### config.mk
export PLATFORM = sky130hd
export DESIGN_NAME = sparc_exu_ccrwr_arb
export DESIGN_NICKNAME = d
export VERILOG_FILES = /design/src/rtl/sparc_exu_ccrwr_arb_pkg.sv /design/src/rtl/sparc_exu_ccrwr_arb_rrpick.sv /design/src/rtl/sparc_exu_ccrwr_arb.sv
export SDC_FILE = /design/constraint.sdc
export NUM_CORES = 1
export LEC_CHECK = 0
export ABC_CLOCK_PERIOD_IN_PS = 2440
export BUFFER_PORTS_ARGS = -buffer_cell sky130_fd_sc_hd__buf_4
export CORE_MARGIN = 8
export CORE_UTILIZATION = 43
export CTS_CLUSTER_SIZE = 20
export DETAILED_ROUTE_END_ITERATION = 8
export HOLD_SLACK_MARGIN = 0.1
export PLACE_DENSITY_LB_ADDON = 0.05
export SLEW_MARGIN = 20
export SYNTH_ARGS = -nofsm -noshare
export SYNTH_HDL_FRONTEND = slang
export SYNTH_SLANG_ARGS = --single-unit
### constraint.sdc
create_clock -name clk -period 2.44 [get_ports clk]
set_input_delay 0.244 -clock clk [delete_from_list [all_inputs] [get_ports clk]]
set_output_delay 0.244 -clock clk [all_outputs]
set_load 0.02 [all_outputs]
### src/rtl/sparc_exu_ccrwr_arb_pkg.sv
// Shared constants and types for the EXU CCR write-port arbiter.
// Optional statistics counters are enabled with CCRWR_ARB_STATS_EN.
package sparc_exu_ccrwr_arb_pkg;

    localparam int NTHR = 4;
    localparam int CCW  = 8;
    localparam int TIDW = 2;

    typedef logic [TIDW-1:0] tid_t;

    typedef struct packed {
        logic [3:0] xcc;
        logic [3:0] icc;
    } cc_t;

    typedef enum logic [2:0] {
        SRC_NONE,
        SRC_TLU,
        SRC_PIPE,
        SRC_DIV,
        SRC_PEND
    } src_e;

endpackage

### src/rtl/sparc_exu_ccrwr_arb_rrpick.sv
// Round-robin first-set picker: lowest pending thread at or after ptr.
module sparc_exu_ccrwr_rrpick
    import sparc_exu_ccrwr_arb_pkg::*;
(
    input  logic [NTHR-1:0] vld,
    input  tid_t            ptr,
    output logic            pick_vld,
    output tid_t            pick_tid
);

    tid_t idx;

    // Walk offsets from far to near so the nearest hit is kept last.
    always_comb begin
        pick_vld = 1'b0;
        pick_tid = ptr;
        idx      = ptr;
        for (int i = NTHR - 1; i >= 0; i--) begin
            idx = ptr + tid_t'(i);
            if (vld[idx]) begin
                pick_vld = 1'b1;
                pick_tid = idx;
            end
        end
    end

endmodule

### src/rtl/sparc_exu_ccrwr_arb.sv
// EXU CCR write-port arbiter: TLU > pipe > div > pending drain.
// Define CCRWR_ARB_STATS_EN to add defer_cnt/drop_cnt counters.
module sparc_exu_ccrwr_arb
    import sparc_exu_ccrwr_arb_pkg::*;
(
    input  logic            clk,
    input  logic            arst_l,
    input  logic            tlu_wen_m,
    input  logic [TIDW-1:0] tlu_tid_m,
    input  logic [CCW-1:0]  tlu_cc_m,
    input  logic            pipe_wen_w,
    input  logic [TIDW-1:0] pipe_tid_w,
    input  logic [CCW-1:0]  pipe_cc_w,
    input  logic            div_wen_w2,
    input  logic [TIDW-1:0] div_tid_w2,
    input  logic [CCW-1:0]  div_cc_w2,
    input  logic [TIDW-1:0] rd_tid_d,
    output logic [NTHR-1:0] ccr_wen,
    output logic [CCW-1:0]  ccr_wdata,
    output logic            rd_pend_hit_d,
    output logic [CCW-1:0]  rd_pend_cc_d,
    output logic [NTHR-1:0] ccr_busy
`ifdef CCRWR_ARB_STATS_EN
    ,
    output logic [15:0]     defer_cnt,
    output logic [15:0]     drop_cnt
`endif
);

    logic [NTHR-1:0] pend_vld;
    cc_t             pend_cc [NTHR];
    tid_t            rr_ptr;

    logic pick_vld;
    tid_t pick_tid;

    logic pipe_live;
    logic div_live;
    logic pipe_defer;
    logic div_defer;
    src_e src;
    logic wen_any;
    tid_t wtid;
    cc_t  wdata;

    sparc_exu_ccrwr_rrpick u_rrpick (
        .vld      (pend_vld),
        .ptr      (rr_ptr),
        .pick_vld (pick_vld),
        .pick_tid (pick_tid)
    );

    // A newer write to the same thread cancels older ones; a pending
    // slot always holds a value newer than any arriving div result.
    always_comb begin
        pipe_live = pipe_wen_w
                  && !(tlu_wen_m && (tlu_tid_m == pipe_tid_w));
        div_live  = div_wen_w2
                  && !(tlu_wen_m && (tlu_tid_m == div_tid_w2))
                  && !(pipe_wen_w && (pipe_tid_w == div_tid_w2))
                  && !pend_vld[div_tid_w2];

        if (tlu_wen_m)      src = SRC_TLU;
        else if (pipe_live) src = SRC_PIPE;
        else if (div_live)  src = SRC_DIV;
        else if (pick_vld)  src = SRC_PEND;
        else                src = SRC_NONE;

        pipe_defer = pipe_live && (src != SRC_PIPE);
        div_defer  = div_live && (src != SRC_DIV);
    end

    always_comb begin
        wen_any = 1'b0;
        wtid    = '0;
        wdata   = '0;
        unique case (src)
            SRC_TLU: begin
                wen_any = 1'b1;
                wtid    = tlu_tid_m;
                wdata   = tlu_cc_m;
            end
            SRC_PIPE: begin
                wen_any = 1'b1;
                wtid    = pipe_tid_w;
                wdata   = pipe_cc_w;
            end
            SRC_DIV: begin
                wen_any = 1'b1;
                wtid    = div_tid_w2;
                wdata   = div_cc_w2;
            end
            SRC_PEND: begin
                wen_any = 1'b1;
                wtid    = pick_tid;
                wdata   = pend_cc[pick_tid];
            end
            default: begin
                wen_any = 1'b0;
            end
        endcase
        // Nothing reaches the CCR while reset is held.
        wen_any = wen_any && arst_l;
    end

    always_comb begin
        for (int i = 0; i < NTHR; i++) begin
            ccr_wen[i] = wen_any && (wtid == tid_t'(i));
        end
        ccr_wdata = wen_any ? wdata : '0;
    end

    always_ff @(posedge clk or negedge arst_l) begin
        if (!arst_l) begin
            pend_vld <= '0;
            rr_ptr   <= '0;
            for (int i = 0; i < NTHR; i++) begin
                pend_cc[i] <= '0;
            end
        end else begin
            if (tlu_wen_m) begin
                pend_vld[tlu_tid_m] <= 1'b0;
            end
            if (src == SRC_PIPE) begin
                pend_vld[pipe_tid_w] <= 1'b0;
            end
            if (src == SRC_PEND) begin
                pend_vld[pick_tid] <= 1'b0;
                rr_ptr             <= pick_tid + tid_t'(1);
            end
            if (pipe_defer) begin
                pend_vld[pipe_tid_w] <= 1'b1;
                pend_cc[pipe_tid_w]  <= pipe_cc_w;
            end
            if (div_defer) begin
                pend_vld[div_tid_w2] <= 1'b1;
                pend_cc[div_tid_w2]  <= div_cc_w2;
            end
        end
    end

    assign ccr_busy      = pend_vld;
    assign rd_pend_hit_d = pend_vld[rd_tid_d];
    assign rd_pend_cc_d  = pend_vld[rd_tid_d] ? pend_cc[rd_tid_d] : '0;

`ifdef CCRWR_ARB_STATS_EN
    logic        div_drop;
    logic [1:0]  defer_inc;
    logic [16:0] defer_sum;

    assign div_drop  = div_wen_w2 && !div_live;
    assign defer_inc = {1'b0, pipe_defer} + {1'b0, div_defer};
    assign defer_sum = {1'b0, defer_cnt} + {15'd0, defer_inc};

    always_ff @(posedge clk or negedge arst_l) begin
        if (!arst_l) begin
            defer_cnt <= '0;
            drop_cnt  <= '0;
        end else begin
            defer_cnt <= defer_sum[16] ? 16'hFFFF : defer_sum[15:0];
            if (div_drop && (drop_cnt != 16'hFFFF)) begin
                drop_cnt <= drop_cnt + 16'd1;
            end
        end
    end
`endif

endmodule

# Yosys cells after proc, flatten, opt, wreduce, memory -nomap -nowiden
# Cells that the tools add are included.
# op_classes
n_addsub	4
multipliers	0
div	0
n_lt_le_gt_ge	19
eq_ne	12
n_shift	0
muxes	56
bitwise	12
reduce_logical	26
# op_table
operator	count
$bwmux 32	2
$mux 32	2
$mux 8	8
$bmux 8 s2	2
$demux 8 s2	2
$pmux 8 s4	1
$lt 2x3->1 const B	9
$logic_and 1x1->1	20
$mux 4	5
$mux 1	15
$and 4x4->4	3
$bmux 1 s2	6
$ge 3x3->1 const B	4
$mux 3	4
$not 2->3	4
$not 4->4	3
$demux 1 s2	4
$ge 2x1->1 const B	4
$mux 2	4
$or 4x4->4	2
$pmux 2 s4	1
$eq 2x2->1	3
$eq 3x2->1 const B	2
$lt 3x1->1 const B	2
10 further kinds	17
# totals
register_bits	38
latchBits	0
mem_bits_rw	0
rom_bits	0
out_inout_bits	25
wordCells	139
mem_count	0

# Logic depth before layout (Yosys ltp)
# Gate-level depths: netlist of run 1.
# logic_depth
ltp_word	19
mapped_depth	10

# Hierarchy
# Synthesis of run 1 repeated with hierarchy kept, for this count alone.
# unflattened
hier_cells	270
hier_area_um2	3044.2
# modules_own_cells
mod	instances	cells_each	area_per_inst_um2
sparc_exu_ccrwr_arb	1	254	2944.1
sparc_exu_ccrwr_rrpick	1	16	100.1

# Worst setup path before layout of run 1
# OpenSTA, ideal clock, no wires.
# synth_path
path_type	register to output
start	register pend_vld[1], in the netlist ccr_busy[1]
end	output port ccr_wen[1]
arrival_time_ns	2.286
setup_slack_ns	-0.090
stages_incl_launch_ff	8
n_path_buf	2
path_cell_list	dfrtp_1 buf_2 mux2i_1 a22o_4 o41a_1 clkbuf_1 inv_1 nor4_1
# synth_between
elab_chain_cells	15
# synth_lines
element	line_no	rtl
start: declaration	sparc_exu_ccrwr_arb.sv:30	logic [NTHR-1:0] pend_vld;
start signal: assignment	sparc_exu_ccrwr_arb.sv:115	pend_vld <= '0;
start signal: indexed assignment	sparc_exu_ccrwr_arb.sv:122	pend_vld[tlu_tid_m] <= 1'b0;
start signal: indexed assignment	sparc_exu_ccrwr_arb.sv:125	pend_vld[pipe_tid_w] <= 1'b0;
branches (longest 14 deep; another with $pmux 2 s4)	--	
$logic_and 1x1->1 (*)	sparc_exu_ccrwr_arb.sv:108	ccr_wen[i] = wen_any && (wtid == tid_t'(i));
end: declaration	sparc_exu_ccrwr_arb.sv:18	output logic [NTHR-1:0] ccr_wen,
# Every way passes the cells marked *. The select of a mux whose other input is x is not followed.

# Worst setup path in the final report of run 1
# layout_path
start	register pend_vld[0], in the netlist ccr_busy[0]
end	output port ccr_wdata[7]
# layout_between
elab_chain_cells	15
# layout_lines
element	line_no	rtl
$bmux 1 s2	sparc_exu_ccrwr_arb_rrpick.sv:20	if (vld[idx]) begin
$mux 1 (not written as such)	sparc_exu_ccrwr_arb_rrpick.sv:20	
$mux 1 (4 in a row)	sparc_exu_ccrwr_arb_rrpick.sv:20	
$mux 3	sparc_exu_ccrwr_arb.sv:66	else if (pick_vld) src = SRC_PEND;
$mux 3	sparc_exu_ccrwr_arb.sv:65	else if (div_live) src = SRC_DIV;
$mux 3	sparc_exu_ccrwr_arb.sv:64	else if (pipe_live) src = SRC_PIPE;
$mux 3	sparc_exu_ccrwr_arb.sv:63	if (tlu_wen_m) src = SRC_TLU;
$eq 3x2->1, or another cell as far along	sparc_exu_ccrwr_arb.sv:77	unique case (src)
$reduce_or 4->1 (no source line)	--	
$mux 1	sparc_exu_ccrwr_arb.sv:77	
$logic_and 1x1->1	sparc_exu_ccrwr_arb.sv:103	wen_any = wen_any && arst_l;
$mux 8 (*)	sparc_exu_ccrwr_arb.sv:110	ccr_wdata = wen_any ? wdata : '0;
end: declaration	sparc_exu_ccrwr_arb.sv:19	output logic [CCW-1:0] ccr_wdata,
# Mark *: on every way between the ends. The rest lies on a longest branch, timed or not. The select of a mux whose other input is x is not followed.

==> flow_summary.ini, run 1 <==
[run_status]
status = finished with violations
failed_checks = setup timing

[yosys]
async_reset_ff_frac = 1.00
ys.warnings.count = 0
seq_area_frac_synth = 0.288
syn_nets = 356
synth_compound_area_frac = 0.162
synth_area_per_cell_sq_um = 10.5
ys.flop_type = dfrtp_1
synth_top_family_by_area = multiplexers
synth.distinct_cells = 56
synth_edf_count = 0
ys_seq_elements = 38
synth_xor_area_frac = 0.0106
synthesis.area_sq_um = 3300
syn_inst = 315
synthMuxAreaShare = 0.297
synthAdderAreaFrac = 0.0152
synthSimpleGateAreaFrac = 0.184

[cells_and_area]
fin_cells = 508
final_nets = 447
syn2layout_area_growth_pct = 33.7
multi_input_area_sq_um = 2350
final_common_cell = buf_4
fillCellCount = 659
regArea_sq_um = 956
layout-drive-gt1-share = 0.571
num_antenna_cells = 0
layout_common_cells = buf_4, mux2_2, dfrtp_1, and2_1, a221oi_2

[setup_path]
critical_path_arrival_ns = 2.22
crit_fanout = 11
endpoint_kind = output pin
reg2reg_to = pend_cc[18]
crit_type = reg -> out
r2r_start = ccr_busy[2]
cp-start-kind = register
rrSetupSlack_ns = 0.25
worstRegToRegCells = 8
critical_path_required_ns = 2.20

[timing]
max_freq_ghz = 0.406
finalSetupTns_ns = -0.0226
rsz0062_at_grt = true
maxSlewHeadroom = 0.534
finClkSkew_ns = 0.0133
hold_viol = 0
fin_crit_ns = 2.46
worstMarginPinSlew_ns = 0.696
period_share = 1.01
slew_violations = 0
setup_slack_ns = -0.0226
timing.hold.ws_ns = 0.216
setup_viol = 1

[floorplanning]
die_h_um = 104
die_w_um = 104
row_count = 32
ios = 62
initial_core_util = 0.436
die-area_sq_um = 10700
coreArea_sq_um = 7570

[run]
maxCapViolCount = 0

[grt]
grt_pass1_vias = 3180
antenna_found_initial = 0
grt_usage = 0.209
grt.overflow.total = 0
grt_first_pass_wirelength_um = 17900
grt_max_degree = 39

[place]
hpwl_um = 7440
gp_congestion = 0.819
dp.cells = 477
io_buffers = 61
place_ws_ns = 0.118

[detailed_routing]
antenna_left = 0
routed_wl_um = 11400
num_vias = 2974
drt_pre_antenna_iters = 4
drt-initial-drc-count = 145
vias_per_cell = 5.85
wire_per_inst_um = 22.5
post-route-drc-count = 0

[clocking]
path_clk_slew_ns = 0.09
root_buffer = clkbuf_8
cts_tree = done
clock_sinks = 38
cts-buffers-inserted = 5
clk_path_buf_depth = 2
insertion_delay_ns = 0.30
htree_levels = 2

[pwr]
powerDensity_nw_per_um2 = 1080
ir_worst_vdd_uv = 452
p_total_mw = 4.77
power_leakage_nw = 1.91

[min_path]
hold_class = in -> reg
hold_depth = 2
holdPathEnd = pend_cc[16]
worstHoldStart = div_cc_w2[0]
[cell usage after synthesis (6+ instances only)]
cell type	n	share of area
a21oi_1	7	0.011
a221oi_1	16	0.043
a22o_1	8	0.021
and2_1	17	0.032
and3_1	8	0.015
buf_2	8	0.012
clkbuf_1	8	0.0091
dfrtp_1	38	0.29
inv_1	10	0.011
mux2_2	64	0.22
mux4_2	9	0.061
nand2_1	13	0.015
nand3_1	6	0.0091
nor2_1	10	0.011
nor2b_1	12	0.023
o21ai_0	11	0.017
o31ai_1	8	0.018
[routing by layer]
metal  global-route usage  vias up  wire [um]
met2                0.369       89       5590
met1                0.248     1487       4840
met3               0.0353       23        627
li1                     -     1375          -
met5                    0        -          0
met4               0.0703        0        349
[area by class of cell]
class / count / area share
clock buffer: 7 / 0.0173
tap: 102 / 0.0290
multi-input combinational: 245 / 0.534
sequential: 38 / 0.217
inverter: 11 / 0.0122
timing repair buffer: 105 / 0.191
[power breakdown]
group / switching, mW / leakage, nW / internal [mW]
Sequential: 0.252 / 0.448 / 0.896
Clock: 0.233 / 0.0383 / 0.197
Combinational: 1.56 / 1.42 / 1.63
[worst max path at each step]
stage                         to  depth (start not counted)         from  slack (ns)
floorplan           ccr_wdata[4]                          8  ccr_busy[0]       -0.03
global placement    ccr_wdata[7]                          6  ccr_busy[2]        0.16
detailed placement  ccr_wdata[5]                          6  ccr_busy[2]        0.12
CTS                 ccr_wdata[5]                          6  ccr_busy[3]      0.0001
global route        ccr_wdata[7]                          9  ccr_busy[0]       -0.09
finish              ccr_wdata[7]                          9  ccr_busy[0]       -0.02
[worst max-delay path: stages (launching register included)]
cell and delay, ns:
dfrtp_2 0.44, buf_4 0.16, nor2b_1 0.13, o21ai_1 0.14, o221a_2 0.25, buf_4 0.16
clkinv_8 0.09, a221oi_1 0.24, o31ai_1 0.13, buf_4 0.17
[cells by family after synthesis]
logic type | after synthesis
AO/OA/AOI/OAI | 68
adder cells (fa/ha/maj) | 4
flip-flops | 38
buffers and inverters | 32
XOR/XNOR | 4
AND/OR/NAND/NOR | 91
multiplexers | 78
[metrics by stage]
step,utilization,area [sq um]
2_1_floorplan,-,3330
3_5_place_dp,0.524,3960
6_report,0.583,4410
3_3_place_gp,0.524,3960
4_1_cts,0.554,4190
5_1_grt,0.583,4410
[what timing repair did]
item / in CTS / in global routing
hold endpoints to repair: 38 / 0
setup endpoints to repair: 12 / 10
cloned: 0 / 0
pin swaps: 7 / 10
buffers inserted: 11 / 12
hold buffers: 1 / 0
gates resized for setup: 13 / 29
[flip-flops by register name (all words and copies together), names as in the netlist]
| signal | count |
|---|---|
| rr_ptr | 2 |
| pend_cc | 32 |
| ccr_busy | 4 |
Power figures use the tool's default switching activity.
==> inputs of run 2 (changes only) <==
Settings changed: GPL_TIMING_DRIVEN set to 0, SYNTH_HIERARCHICAL set to 1.
==> flow_summary.ini, run 2 <==
[pwr]
ir_worst_vdd_uv = 436
powerDensity_nw_per_um2 = 1010
power_leakage_nw = 1.72

[yosys]
ys.flop_type = dfrtp_1
synthesis.area_sq_um = 3040
ys_seq_elements = 38
yosysTopAreaCellShare = 0.312
seq_area_frac_synth = 0.312
ys_top_cells_by_area = dfrtp_1, mux2_2, mux4_2, nor2b_1, a22oi_1
yosysMostFrequentCell = mux2_2
ys.warnings.count = 6
synth_top_area_cell = dfrtp_1
async_reset_ff_frac = 1.00
synth_edf_count = 0
synth_area_per_cell_sq_um = 11.3
synthTopCellsByCount = mux2_2, dfrtp_1, mux4_2
syn_inst = 270
syn_nets = 311
synth.distinct_cells = 44

[clocking]
htree_levels = 2
path_clk_slew_ns = 0.08
clk_path_buf_depth = 2
cts_tree = done
cts-buffers-inserted = 5
root_buffer = clkbuf_8
insertion_delay_ns = 0.30
clock_sinks = 38

[run_status]
status = finished with violations
failed_checks = setup timing

[timing]
worstMarginPinSlew_ns = 0.992
setup_slack_ns = -0.200
slew_violations = 0
finClkSkew_ns = 0.00681
max_freq_ghz = 0.379
rsz0062_at_grt = true
fin_crit_ns = 2.64
maxSlewHeadroom = 0.338
period_share = 1.08
setup_viol = 11
timing.hold.ws_ns = 0.217
hold_viol = 0

[setup_path]
endpoint_kind = output pin
worstRegToRegCells = 9
critical_path_required_ns = 2.20
critical_path_arrival_ns = 2.40
cp-start-kind = register
reg2reg_to = ccr_busy[1]
crit_fanout = 6
r2r_start = ccr_busy[3]
crit_type = reg -> out
rrSetupSlack_ns = 0.11

[cells_and_area]
final_nets = 403
syn2layout_area_growth_pct = 37.5
largest_reg_flops = 32
design_area_sq_um = 4190
final_common_cell = buf_4
num_antenna_cells = 0
layout-drive-gt1-share = 0.625
layout_common_cells = buf_4, mux2_2, dfrtp_1, mux4_2, nor2b_1
final_util = 0.613
top_register = pend_cc

[floorplanning]
ios = 62
die_h_um = 100
die_w_um = 100
die-area_sq_um = 10000
initial_core_util = 0.446
coreArea_sq_um = 6830
row_count = 30

[detailed_routing]
drt-initial-drc-count = 92
routed_wl_um = 9920
vias_per_cell = 5.79
antenna_left = 0
post-route-drc-count = 0
drt_pre_antenna_iters = 4
num_vias = 2659
wire_per_inst_um = 21.6

[grt]
grt_usage = 0.202
grt_first_pass_wirelength_um = 15400
grt.overflow.total = 0
grt_max_degree = 39
grt_pass1_vias = 2785
antenna_found_initial = 0

[place]
placedInstanceArea_sq_um = 3670
gp_congestion = 0.834
io_buffers = 58
hpwl_um = 6360
place_ws_ns = -0.448

[min_path]
holdPathEnd = pend_cc[31]
hold_depth = 2
hold_class = in -> reg
worstHoldStart = div_cc_w2[7]

[run]
maxCapViolCount = 0
run 2: cell types whose count changed after synthesis, moves of 8 or more:
| cell | change |
|---|---|
| and2_1 | -15 |
| a22oi_1 | +8 |
| a31oi_1 | +9 |
| o31ai_1 | -8 |
| a221oi_1 | -15 |
run 2: how the worst max path moves through the flow:
stage,from,end,cells after the start
finish,ccr_busy[3],ccr_wdata[7],7
CTS,ccr_busy[3],ccr_wdata[7],7
global route,ccr_busy[3],ccr_wdata[7],7
global placement,ccr_busy[0],ccr_wdata[1],7
detailed placement,ccr_busy[0],ccr_wdata[1],7
floorplan,ccr_busy[3],ccr_wdata[0],7
run 2: logic make-up after synthesis:
family,Yosys count,synth area share
simple gates,72,0.148
buf+inv,22,0.0284
compound gates,45,0.109
flops,38,0.312
mux,88,0.383
fa+ha+maj,4,0.0164
xor+xnor,1,0.00288
run 2: metrics by stage:
| step | power (mW) | TNS [ns] | instances |
|---|---|---|---|
| after floorplan | 2.53 | 0 | 270 |
| after global placement | 3.06 | -5.05 | 424 |
| after detailed placement | 3.09 | -5.40 | 424 |
| after CTS | 4.12 | -1.65 | 455 |
| after global routing | 4.48 | -2.27 | 459 |
| final | 4.21 | -1.35 | 459 |
run 2: timing repair:
action / in CTS / in global routing
gates resized for setup: 32 / 14
gates cloned: 3 / 0
setup buffers: 19 / 4
pin swaps: 8 / 6
hold endpoints to repair: 38 / 0
hold buffers: 2 / 0
setup endpoints to repair: 17 / 30
run 2: layout make-up:
| cell class | count | area, sq um |
|---|---|---|
| fillers | 594 | 2650 |
| multi-input cells | 210 | 2200 |
| flip-flops and latches | 38 | 956 |
| repair buffers | 86 | 682 |
| well taps | 96 | 120 |
| plain buffers | 15 | 113 |
| clock buffers | 7 | 86.3 |
| inverters | 6 | 22.5 |
| clock inverters | 1 | 5.00 |
run 2: worst max-delay path, stage by stage (launching register included):
cell and delay (ns):
dfrtp_2 0.43, and3b_1 0.19, or4_4 0.52, nand2_4 0.12
mux4_2 0.51, nand2_2 0.07, a31oi_2 0.07, buf_4 0.17
run 2: metal layers:
layer	vias to the layer above	share of wire	track usage	wire length [um]
met5	-	0	0	0
met4	0	0.021	0.0744	212
met3	17	0.043	0.0346	428
met2	73	0.52	0.355	5200
met1	1335	0.41	0.240	4080
li1	1234	-	-	-
run 2: power breakdown:
part	internal, mW	total (mW)	switching [mW]
registers	0.885	1.09	0.202
logic	1.56	2.66	1.10
clock network	0.228	0.462	0.233
total	2.67	4.21	1.54
==> inputs of run 3 (changes only) <==
==> constraint.sdc (replaced) <==
create_clock -name clk -period 2.44 [get_ports clk]
set_input_delay 0.488 -clock clk [delete_from_list [all_inputs] [get_ports clk]]
set_output_delay 0.488 -clock clk [all_outputs]
set_load 0.02 [all_outputs]
==> flow_summary.ini, run 3 (synthesis gave the netlist of run 2 again) <==
[floorplanning]
die_h_um = 100
initial_core_util = 0.446
ios = 62
coreArea_sq_um = 6830
die_w_um = 100
die-area_sq_um = 10000
row_count = 30

[clocking]
cts-buffers-inserted = 5
clock_sinks = 38
insertion_delay_ns = 0.29
path_clk_slew_ns = 0.08
hold_buffers = 0
htree_levels = 2
clk_path_buf_depth = 2
root_buffer = clkbuf_8
cts_tree = done

[timing]
fin_crit_ns = 2.89
slew_violations = 0
setup_slack_ns = -0.452
finClkSkew_ns = 0.0121
hold_viol = 0
setup_viol = 12
period_share = 1.19
finalSetupTns_ns = -4.55
maxSlewHeadroom = 0.371
rsz0062_at_grt = true
timing.hold.ws_ns = 0.180
max_freq_ghz = 0.346
worstMarginPinSlew_ns = 0.938

[setup_path]
crit_family = simple AND/OR/NAND/NOR gates
critPathSlowestCell = or4_4
critical_path_required_ns = 1.95
crit_fanout = 8
path_cells = and3b_1 -> or4_4 -> nand2_4 -> mux4_2 -> nand2_2 -> a31oi_4 -> buf_6
critical_path_arrival_ns = 2.40
crit_type = reg -> out
critPathMaxStageDelay_ns = 0.52
endpoint_kind = output pin
crit_buf_inv = 1
cp-start-kind = register

[pwr]
pwr-share-seq = 0.263
combPwrFrac = 0.610
p_sw_frac = 0.363
switchingPower_mw = 1.51
power_leakage_nw = 1.68
pwr-share-clk = 0.127
internal-power_mw = 2.66
powerDensity_nw_per_um2 = 1010
ir_worst_vdd_uv = 500

[run_status]
failed_checks = setup timing
status = finished with violations

[detailed_routing]
vias_per_cell = 5.84
wire_per_inst_um = 21.1
num_vias = 2617
routed_wl_um = 9460
antenna_left = 0
drt_pre_antenna_iters = 4
drt-initial-drc-count = 117
post-route-drc-count = 0

[place]
io_buffers = 58
gp_congestion = 0.823
dp.cells = 424
place_ws_ns = -0.576
hpwl_um = 6360

[grt]
grt_first_pass_wirelength_um = 14900
grt_usage = 0.194
grt.overflow.total = 0
grt_pass1_vias = 2797
grt_max_degree = 40
antenna_found_initial = 0

[cells_and_area]
num_antenna_cells = 0
layout_common_cells = buf_4, mux2_2, dfrtp_1, mux4_2, nor2b_1
layout-drive-gt1-share = 0.653
final_common_cell = buf_4
syn2layout_area_growth_pct = 36.2
largest_reg_flops = 32
fin_cells = 448
final_nets = 392
top_register = pend_cc

[min_path]
hold_class = in -> async

[run]
maxCapViolCount = 0
==> run 3: cell types whose count changed in the layout (fill, tap and decap cells not counted), moves of 2 or more <==
cell	delta
buf_4	-8
nand2_1	-7
nand2_2	+7
clkbuf_1	-5
clkbuf_2	+4
clkbuf_8	-3
buf_6	+2
o21ai_2	-2
==> run 3: repair_timing <==
action | 4_1_cts | 5_1_grt
buffers inserted | 14 | 3
resized for setup | 34 | 13
hold endpoints to repair | 0 | 0
pin swaps | 5 | 5
endpoints found under the setup margin | 22 | 16
==> run 3: worst reg2reg max path, cell delays in order (launching register included) <==
cell	delay, ns
dfrtp_2	0.47
and3b_1	0.18
or4_4	0.52
nand2_4	0.11
clkbuf_16	0.17
inv_1	0.07
ha_1	0.18
a2111oi_1	0.35
or3_1	0.17
==> run 3: final timing paths <==
kind | from | to | slack (ns) | depth (start not counted)
hold reg to reg | rr_ptr[0] | rr_ptr[0] | 0.56 | 1
setup reg to reg | ccr_busy[0] | ccr_busy[1] | 0.16 | 8
hold / removal | arst_l | pend_cc[23] | 0.18 | 1
max in group asynchronous | arst_l | ccr_busy[2] | 1.86 | 1
min in group clk | div_cc_w2[7] | pend_cc[7] | 0.47 | 2
setup / recovery | ccr_busy[0] | ccr_wdata[7] | -0.45 | 7
==> run 3: cell type report <==
class | instances | area [sq um]
Sequential cell | 38 | 957
Clock buffer | 5 | 68.8
Inverter | 6 | 22.5
Tap cell | 96 | 120
Fill cell | 581 | 2690
Clock inverter | 3 | 40.0
Timing Repair Buffer | 75 | 578
Buffer | 15 | 121
Multi-Input combinational cell | 210 | 2240
==> run 3: stage by stage <==
step	utilization	power [mW]	instance area, sq um
floorplan	-	2.62	3180
finish	0.607	4.17	4150
CTS	0.598	4.12	4090
global route	0.607	4.45	4150
detailed placement	0.547	3.18	3740
global placement	0.547	3.16	3740
==> run 3: per-layer routing <==
metal | up-vias | track usage | wire [um]
met4 | 0 | 0.0849 | 268
li1 | 1205 | - | -
met3 | 21 | 0.0401 | 433
met5 | - | 0 | 0
met1 | 1319 | 0.227 | 3980
met2 | 72 | 0.334 | 4780
==> run 3: power groups by stage <==
stage | combinational (mW) | sequential [mW] | clock [mW]
after CTS | 2.49 | 1.09 | 0.546
after detailed placement | 2.06 | 1.12 | 0
after global placement | 2.05 | 1.11 | 0
final | 2.54 | 1.10 | 0.532
after global routing | 2.73 | 1.14 | 0.577
after floorplan | 1.54 | 1.08 | 0
